<file path="src/rtl/if_pkg.sv">
// Shared fetch/decode types and constants.
// Imported by the instruction queue and its storage.
package if_pkg;

  typedef struct packed {
    logic [31:0] pc;
    logic [31:0] inst;
  } fetch_bus_t;

  localparam logic [31:0] RESET_PC = 32'h1C00_0000;
  localparam logic [31:0] INST_NOP = 32'h0340_0000;

endpackage

</file>
<file path="src/rtl/inst_queue_ram.sv">
// Queue storage: one write port, one async read port.
// Not reset; validity is tracked by the pointers.
module inst_queue_ram
  import if_pkg::*;
#(
  parameter int DEPTH  = 4,
  parameter int DATA_W = 64,
  parameter int AW     = $clog2(DEPTH)
) (
  input  logic              clk,
  input  logic              we,
  input  logic [AW-1:0]     waddr,
  input  logic [DATA_W-1:0] wdata,
  input  logic [AW-1:0]     raddr,
  output logic [DATA_W-1:0] rdata
);

  logic [DATA_W-1:0] mem [DEPTH];

  always_ff @(posedge clk) begin
    if (we) mem[waddr] <= wdata;
  end

  assign rdata = mem[raddr];

endmodule

</file>
<file path="src/rtl/inst_queue.sv">
// Fetch-to-decode instruction queue with wrap-bit pointers.
// INST_QUEUE_BYPASS_EN enables a zero-latency empty-queue bypass.
module inst_queue
  import if_pkg::*;
#(
  parameter int DEPTH  = 4,
  parameter int DATA_W = 64
) (
  input  logic                     clk,
  input  logic                     reset,
  input  logic                     flush,
  input  logic                     in_valid,
  output logic                     in_ready,
  input  logic [DATA_W-1:0]        in_data,
  output logic                     out_valid,
  input  logic                     out_ready,
  output logic [DATA_W-1:0]        out_data,
  output logic [$clog2(DEPTH):0]   count
);

  localparam int AW = $clog2(DEPTH);
  localparam int PW = AW + 1;

  logic [PW-1:0]     rd_ptr;
  logic [PW-1:0]     wr_ptr;
  logic              empty;
  logic              full;
  logic              push;
  logic              pop;
  logic [DATA_W-1:0] rdata;

  assign empty = (rd_ptr == wr_ptr);
  assign full  = (rd_ptr[AW-1:0] == wr_ptr[AW-1:0])
               & (rd_ptr[AW] != wr_ptr[AW]);

  assign in_ready = ~full;
  assign count    = wr_ptr - rd_ptr;
  assign pop      = ~empty & out_ready & ~flush;

`ifdef INST_QUEUE_BYPASS_EN
  logic byp;

  // An empty queue forwards the fetch word straight to decode
  assign byp       = empty & in_valid & ~flush;
  assign out_valid = ~empty | byp;
  assign out_data  = ~empty ? rdata
                   : (byp ? in_data : '0);
  assign push      = in_valid & ~full & ~flush
                   & ~(byp & out_ready);
`else
  assign out_valid = ~empty;
  assign out_data  = ~empty ? rdata : '0;
  assign push      = in_valid & ~full & ~flush;
`endif

  always_ff @(posedge clk) begin
    if (reset) begin
      rd_ptr <= '0;
      wr_ptr <= '0;
    end else if (flush) begin
      rd_ptr <= wr_ptr;
    end else begin
      if (push) wr_ptr <= wr_ptr + 1'b1;
      if (pop)  rd_ptr <= rd_ptr + 1'b1;
    end
  end

  inst_queue_ram #(
    .DEPTH  (DEPTH),
    .DATA_W (DATA_W)
  ) u_ram (
    .clk   (clk),
    .we    (push),
    .waddr (wr_ptr[AW-1:0]),
    .wdata (in_data),
    .raddr (rd_ptr[AW-1:0]),
    .rdata (rdata)
  );

endmodule
</file>
<file path="config.mk">
export PLATFORM = sky130hd
export DESIGN_NAME = inst_queue
export DESIGN_NICKNAME = d
export VERILOG_FILES = /design/src/rtl/if_pkg.sv /design/src/rtl/inst_queue_ram.sv /design/src/rtl/inst_queue.sv
export SDC_FILE = /design/constraint.sdc
export NUM_CORES = 1
export LEC_CHECK = 0
export BUFFER_PORTS_ARGS = -buffer_cell sky130_fd_sc_hd__buf_2
export CORE_AREA = 2 2 175 245
export CTS_CLUSTER_DIAMETER = 100
export DETAILED_ROUTE_END_ITERATION = 10
export DIE_AREA = 0 0 177 247
export HOLD_SLACK_MARGIN = 0.03
export PLACE_DENSITY_LB_ADDON = 0.08
export SETUP_SLACK_MARGIN = 0.5
export SYNTH_ARGS = -nofsm -noshare
export SYNTH_HDL_FRONTEND = slang
export SYNTH_SLANG_ARGS = --single-unit
</file>
<file path="constraint.sdc">
create_clock -name clk -period 8.91 [get_ports clk]
set_input_delay 0.4455 -clock clk [delete_from_list [all_inputs] [get_ports clk]]
set_output_delay 0.4455 -clock clk [all_outputs]
set_load 0.01 [all_outputs]
</file>
Yosys cells after proc, flatten, opt, wreduce, memory -nomap -nowiden
Memories as Yosys holds them, arrays and structs flattened. A register that Yosys moved wholly into a read port is not among the register bits.
Index checks and enable logic that the tools add are counted.
{ "totals": {"mem_bits_rw": 256, "inputBits": 69, "output_inout_bits": 69, "elab_cells": 26, "mem_count": 1, "register_bits": 6} }
{ "memory_table": {"columns": ["name", "words", "word_bits", "read_ports", "rd_clocked_by_memory_dff", "wr", "line_no", "text"], "rows": [
  ["u_ram.mem", 4, 64, 1, 1, 1, "inst_queue_ram.sv:18", "logic [DATA_W-1:0] mem [DEPTH];"]
]} }
{ "op_classes": {"n_addsub": 3, "n_mux": 7, "bitwise": 8, "n_eq_ne": 3, "reduce_logical": 2} }
{ "ops": {"columns": ["cell", "n"], "rows": [
  ["64-bit 2-to-1 mux", 1],
  ["3-bit by 1-bit adder with 3-bit output (second input constant)", 2],
  ["3-bit 2-to-1 mux", 2],
  ["1-bit AND", 5],
  ["2-bit 2-to-1 mux", 2],
  ["3-bit equality test", 1],
  ["1-bit NOT", 3],
  ["3-bit subtractor", 1],
  ["2-bit equality test", 1],
  ["1-bit 2-to-1 mux", 2],
  ["2-bit AND reduction", 1],
  ["2-bit nonzero test", 1],
  ["1-bit inequality test", 1]
]} }

Depth between registers and ports, before layout
Gate-level depths: netlist of the first run.
{ "depth": {"depth_word": 8, "depth_mapped": 7, "ltp_nobuf": 5} }

Modules after synthesis
A second synthesis of the first run with hierarchy kept.
{ "hier_totals": {"cells_unflattened": 467, "area_unflattened_um2": 10303.6} }
{ "modules_own_cells": {"columns": ["mod", "area_per_inst_um2", "seq_area_each_um2", "cells_per_inst", "instances"], "rows": [
  ["inst_queue_ram", 9341.5, 7687.4, 338, 1],
  ["inst_queue", 962.2, 120.1, 129, 1]
]} }

Least setup slack after synthesis of the first run
OpenSTA, ideal clock, no wires.
{ "synth_timing": {"path_type": "reg2reg", "from": "register wr_ptr[0]", "to": "register wr_ptr[2]", "setup_time_ns": 0.082, "t_arrival_ns": 6.541, "synth_period_minus_slack_ns": 6.623, "path_buffers": 0, "required_ns": 8.828, "stages_incl_launch_ff": 6, "setup_slack_ns": 2.287, "path_cell_list": "dfxtp_1 -> inv_1 -> ha_1 -> and2_1 -> a211oi_1 -> mux2_2"} }
{ "synth_between": {"elab_chain_cells": 6, "word_cells_on_any_way": 7, "cone_classes": "add/sub (1); eq/ne (1); bitwise (4); reduce/logical (1)"} }
{ "synth_rtl": {"columns": ["item", "line_no", "text"], "rows": [
  ["start, declared", "inst_queue.sv:25", "logic [PW-1:0] wr_ptr;"],
  ["start signal, assigned", "inst_queue.sv:63", "if (push) wr_ptr <= wr_ptr + 1'b1;"],
  ["2-bit equality test", "inst_queue.sv:33", "assign full = (rd_ptr[AW-1:0] == wr_ptr[AW-1:0])"],
  ["1-bit AND", "inst_queue.sv:34", "& (rd_ptr[AW] != wr_ptr[AW]);"],
  ["1-bit NOT", "inst_queue.sv:53", "assign push = in_valid & ~full & ~flush;"],
  ["1-bit AND (2 in series)", "inst_queue.sv:53", null],
  ["2-bit AND reduction (no source line)", null, null]
]} }
Several ways; a longest one is shown, not always the timed one.
A chain may end at the register's enable or synchronous reset.

==> summary.md, run 1 <==
| Metric | Value |
|---|---|
| Core Util, Final | 0.2993 |
| DRC Markers | 0 |
| Global route overflow | 0 |
| Synth Register Bits | 264 |
| Net Count, Synth | 551 |
| Register area share after synthesis | 0.7650 |
| Worst r2r src | wr_ptr[0] |
| Initial antenna violation count | 6 |
| Via count | 4970 |
| Clk slew on worst S/H paths | 0.06 ns |
| Die ar. | 43720 sq um |
| Setup ws final | ~5.4 ns |
| Cts hold-fix bufs | 0 |
| Antenna Nets Post-Route | 0 |
| Most numerous cell in the Yosys netlist | edfxtp_1 |
| Finished Layout Cells | 1194 |
| R2r setup slk | 5.90 ns |
| Synth-to-layout area growth | 21.84% |
| Worst EP arrival | 3.09 ns |
| Crit Path Category | flop to output port |
| Unrepaired setup endpoints after global routing | no |
| RePlAce Congestion | approximately 0.65 |
| Final wirelength | between 20000 and 25000 um |
| Final setup violating endpoints | 0 |
| Nets | around 700 |
| CP Max Fanout | 48 |
| Worst skew pair latency | 0.55 ns |
| # H-tree levels | 1 |
| Global-route wire length before repair | 35850 um |
| Setup Buffers After CTS | 0 |
| Power per standard cell area | 234.4 nW/um^2 |
| Min Tclk post-route | around 3.5 ns |
| CTS buffer count | 28 |
| Clk sinks | 264 |
| Primary FF master, synth | edfxtp_1 |
| Max Slew Vio Count | 0 |
| Vias per std cell | 4.162 |
| I/O pin cnt | around 140 |
| Peak supply drop | between 0.15 and 0.2 mV |
| Hpwl dp | 13330 um |
| Share of the synthesized area in the top cell type | 0.7494 |
| Asr flop ratio synth | 0 |
| Post-Syn Area per Cell | 21.64 sq um |
| Largest net degree at the start of global routing | 66 |
| GRT Resource Usage Total | 0.1120 |
| Syn Inst Count | between 400 and 500 |
| Leak | 0.004194 uW |
| Outcome | completed |
| Setup_tns | 0 ns |
| Synth cell types | 33 |
| Fmax | ~280 MHz |
| TritonCTS clock tree | yes |
| Crit end category | output port |
| Crit path launch type | flop |
| Area leader, netlist | edfxtp_1 |
| Cts repair resizes | 0 |
| Area contributors post-synth | edfxtp_1 (75%), mux4_2 (14%), nor2b_1 (3.8%) |
| HP Class | primary input to flop |
| Synth warn | 0 |
| Rel. slew slack | 0.2535 |
| Die Width | ~180 um |
| Post-Place Worst Slack | approximately 5.8 ns |
| Die Y-Extent | 247 um |
| Number of synthesized flops with an enable pin | 256 |
| Worst Max-Slew Pin Slew | approximately 1.1 ns |
| Average routed wire per standard cell | 20.30 um |
| Core Area | 41760 sq um |
| Maximum buffer depth of the clock tree | 3 |
| Clock skew | roughly 0.014 ns |
| Root Driver | clkbuf_16 |
| # placed instances | 1141 |
| Commonest cells post-synth | edfxtp_1 (256), mux4_2 (64), nor2b_1 (62) |
| Drt pass-1 iters | 4 |
| R2R cell count | 6 |
| Worst hold path startpoint | in_data[9] |
| Worst Hold End | u_ram.mem[3][9] |
| FF-to-FF End | u_ram.mem[1][34] |
| Max_cap viols | 0 |
| Final hold violation count | 0 |
| Required time worst endpoint | 8.46 ns |
| Initial Util | 0.2457 |
| Hold path depth | 1 |
| Port-buffer cells | ~140 |
| Initial DRC count | 257 |
| Final total power | 2930 uW |
| Vias in the first global route | 5622 |
| Post-Syn Area | 10260 sq um |
| Layout cells sized above 1 | 0.4019 |
| Site Rows | 89 |
| Final period util | 0.3966 |
==> placed cells by master (no fill, tap or decap), types with 3 or more instances in the layout <==
cell type / instances
edfxtp_1: 256
buf_2: 137
mux4_2: 64
nor2b_1: 62
clkbuf_16: 29
clkinv_1: 10
inv_1: 9
ha_1: 7
buf_4: 7
dfxtp_1: 6
nand2_1: 5
nor2_1: 5
clkinv_2: 5
bufinv_16: 4
nor2b_2: 3
and2_4: 3
nor3_1: 3
a31oi_1: 3
clkbuf_1: 3
==> power breakdown <==
group / internal, uW / leakage [uW] / switching (uW)
Combinational: 148 / 0.00135 / 184
Clock: 705 / 0.000457 / 475
Sequential: 1390 / 0.00239 / 25.7
Total: 2250 / 0.00419 / 684
==> cell type report <==
| type | count | area (sq um) |
|---|---|---|
| antenna | 1 | 2.502 |
| clock buffer | 32 | 737.0 |
| clock inverter | 20 | 191.4 |
| fill | 4141 | 29260 |
| inverter | 9 | 33.78 |
| multi-input combinational | 178 | 2258 |
| sequential | 264 | 7855 |
| tap | 546 | 683.2 |
| timing repair buffer | 144 | 738.2 |
==> flip-flops by register name (all words and copies together), names as in the netlist, named ones only <==
name	cells
u_ram.mem	256
rd_ptr	3
wr_ptr	3
==> worst max path at each step <==
stage                   start  slack [ns]  cells past startpoint               end
floorplan           wr_ptr[0]        2.29                      5         wr_ptr[2]
global placement         flop        5.78                      4      out_data[13]
detailed placement  wr_ptr[0]        5.75                      6  u_ram.mem[1][42]
CTS                      flop        5.17                      4      out_data[13]
global route             flop        5.04                      4      out_data[13]
finish                   flop        5.38                      4      out_data[13]
==> kinds of logic after synthesis <==
kind of cell    count (synthesis)  share of synthesized area
compound gates                  9                   0.006587
mux                            67                     0.1437
buf+inv                        32                    0.01756
flops                         264                     0.7650
xor+xnor                        3                   0.003294
simple gates                   91                    0.05342
fa+ha+maj                       8                    0.01049
==> through the flow <==
step	hold WS, ns	area [sq um]
after CTS	0.06799	12500
after detailed placement	0.5299	11570
final	0.1046	12500
after global routing	0.07826	12500
after global placement	0.5147	11570
after floorplan	0.4831	10260
==> layer usage <==
metal | global-route usage | vias up | part of all wire
met5 | 0 | - | 0.0030
met1 | 0.1307 | 2606 | 0.39
li1 | - | 2212 | -
met2 | 0.2000 | 102 | 0.53
met4 | 0.03597 | 10 | 0.021
met3 | 0.02783 | 40 | 0.052
==> critical path: stages, from the launching register on <==
cell and delay [ns]:
dfxtp_4 0.59, buf_4 0.89, mux4_2 0.66, nor2b_1 0.16
buf_2 0.18
No activity file was read; power rests on OpenSTA's default activity.
==> inputs of run 2 (changes only) <==
Clock period 8.91 ns to 2.97 ns, I/O delays scaled along.
==> run 2 against run 1 <==
Core utilization up 2.3 points; wire length up 0.39%; sequential power rose to 3.0 times the previous value; flip-flop and latch count unchanged; clock power rose to 2.9 times the previous value; clock skew down 0.0059 ns; global-route usage down 0.17 points; first-iteration DRC count down 19%; worst setup slack worse by 4.8 ns; via count up 5.4%.
==> summary.md, run 2 (synthesis gave the netlist of run 1 again) <==
| Metric | Value |
|---|---|
| Biggest register | u_ram.mem |
| Required time worst endpoint | 2.82 ns (-5.64 ns) |
| Crit end category | output port |
| CP Cell Sequence | inv_1 -> ha_1 -> nand2_2 -> nor2_4 -> buf_4 -> buf_12 -> nor2b_1 -> buf_2 |
| Synth-to-layout area growth | 31.22% |
| Max_cap viols | 0 (unchanged) |
| Max Slew Vio Count | 0 (unchanged) |
| Average routed wire per standard cell | 19.13 um (-5.8%) |
| Most common cell after layout, fill and taps aside | edfxtp_1 |
| FF-to-FF End | u_ram.mem[1][4] |
| Maximum buffer depth of the clock tree | 3 (unchanged) |
| Port-buffer cells | 137 (unchanged) |
| Crit path launch type | flop |
| TritonCTS clock tree | yes |
| Fmax | 424.3 MHz |
| Worst hold slack | 0.07967 ns (-0.02492 ns) |
| Most frequent cells in the layout | edfxtp_1 (256), buf_2 (137), dlygate4sd3_1 (67) |
| Initial antenna violation count | 1 (-5) |
| Final hold violation count | 0 (unchanged) |
| R2r setup slk | 0.68 ns (-5.22 ns) |
| Clk slew on worst S/H paths | 0.06 ns (about the same) |
| Max reg flops | 256 (unchanged) |
| Layout cells sized above 1 | 0.3903 (-0.01151) |
| Power per standard cell area | 658.7 nW/um^2 (+180%) |
| Slowest-stage cell, CP | dfxtp_2 |
| Crit Path Category | flop to output port |
| Global-route wire length before repair | 35590 um (-0.71%) |
| Outcome | completed |
| Nets | 784 (+12%) |
| RePlAce Congestion | 0.6689 (+2.2%) |
| Die ar. | 43720 sq um (unchanged) |
| Worst skew pair latency | 0.55 ns (about the same) |
| Antenna Nets Post-Route | 0 (unchanged) |
| I/O pin cnt | 138 (unchanged) |
| Rel. slew slack | 0.6996 (+0.4461) |
| Final period util | 0.7935 |
| Vias in the first global route | 5791 (+3.0%) |
| CP max stage delay | 0.38 ns (-0.51 ns) |
| Root Driver | clkbuf_16 |
| Final setup violating endpoints | 0 (unchanged) |
| Finished Layout Cells | 1272 (+6.5%) |
| Via count | 5240 (+5.4%) |
| Hpwl dp | 14630 um (+9.7%) |
| Largest net degree at the start of global routing | 39 (-41%) |
| Worst EP arrival | 2.21 ns (-0.88 ns) |
| Biggest registers after layout | u_ram.mem: 256 flops, rd_ptr: 3 flops, wr_ptr: 3 flops |
| Core Area | 41760 sq um (unchanged) |
| CTS buffer count | 29 (+3.6%) |
| Initial Util | 0.2457 (unchanged) |
| Min Tclk post-route | 2.357 ns |
| Worst Max-Slew Pin Slew | 0.4506 ns (-0.6691 ns) |
| DRC Markers | 0 (unchanged) |
| Critical path origin | rd_ptr[1] |
| Die Width | 177 um (unchanged) |
| # placed instances | 1149 (+0.70%) |
| Final wirelength | 24330 um (+0.39%) |
| Global route overflow | 0 (unchanged) |
| Vias per std cell | 4.119 (-1.0%) |
| Unrepaired setup endpoints after global routing | yes |
| Peak supply drop | 0.3045 mV (+100%) |
| Die Y-Extent | 247 um (unchanged) |
| Site Rows | 89 (unchanged) |
| CP Capture Point | out_data[49] |
| R2R cell count | 6 (unchanged) |
| Clock skew | 0.007680 ns (-0.005950 ns) |
| HP Class | primary input to flop |
| # H-tree levels | 1 (unchanged) |
| Drt pass-1 iters | 4 (unchanged) |
| GRT Resource Usage Total | 0.1103 (-0.001669) |
| Clk sinks | 264 (unchanged) |
| CP Max Fanout | 20 (-58%) |
| Worst r2r src | rd_ptr[1] |
| Initial DRC count | 208 (-19%) |
| Leak | 0.004590 uW (+9.4%) |
[run 2: cell types whose count changed in the layout (fill, tap and decap cells not counted), sizes merged]
cell,change
clkinv,-2
dlygate4sd3,+67
and2,+1
inv,-1
clkbuf,+1
bufinv,-1
buf,+13
[run 2: worst min-delay path by stage]
stage                 from                to  slack (ns)  cells after the start
3_5_place_dp   in_data[55]  u_ram.mem[3][55]        0.36                      1
5_1_grt              flush         rd_ptr[1]        0.10                      3
6_report             flush              flop        0.08                      3
2_1_floorplan   in_data[0]   u_ram.mem[0][0]        0.25                      0
3_3_place_gp   in_data[55]  u_ram.mem[1][55]        0.36                      1
4_1_cts              flush         rd_ptr[0]        0.06                      3
[run 2: routing by layer]
layer | vias up | routed length, um | GRT usage
li1 | 2375 | - | -
met1 | 2721 | 10280 | 0.1347
met2 | 110 | 12570 | 0.1968
met3 | 34 | 918 | 0.01676
met4 | 0 | 563 | 0.03816
met5 | - | 0 | 0
[run 2: stage by stage]
stage	setup WS, ns	util	cell area, sq um	TNS [ns]	total power [uW]
finish	0.6133	0.3224	13460	0	8867
detailed placement	0.5893	0.2822	11780	0	5438
global placement	0.6011	0.2822	11780	0	5433
floorplan	-0.2050	-	10290	-4.840	4945
CTS	0.5578	0.3218	13440	0	9031
global route	0.4875	0.3224	13460	0	9256
[run 2: critical path, delay by kind of cell (launching register included)]
| family | cells | cell delay, ns |
|---|---|---|
| buffers and inverters | 4 | 0.56 |
| and+or+nand+nor | 3 | 0.39 |
| adders and majority gates | 1 | 0.32 |
| DFF | 1 | 0.38 |
[run 2: final cells by class]
type / instances / area (sq um)
tap: 546 / 683.2
inverter: 9 / 33.78
multi-input combinational: 179 / 2308
clock buffer: 33 / 740.7
antenna: 1 / 2.502
sequential: 264 / 7858
timing repair buffer: 224 / 1689
fill: 4066 / 28300
clock inverter: 16 / 146.4
[run 2: repair_timing]
action | CTS | global route
buffers inserted | 5 | 0
hold buffers | 67 | 0
gates cloned | 0 | 1
hold endpoints to repair | 263 | 0
setup endpoints to repair | 65 | 144
resized for setup | 2 | 5
pin swaps | 1 | 1
[run 2: power breakdown]
group	switching, uW	internal, uW	leakage, uW
sequential	35.8	4180	0.00239
clock	1400	2020	0.000439
combinational	627	609	0.00176
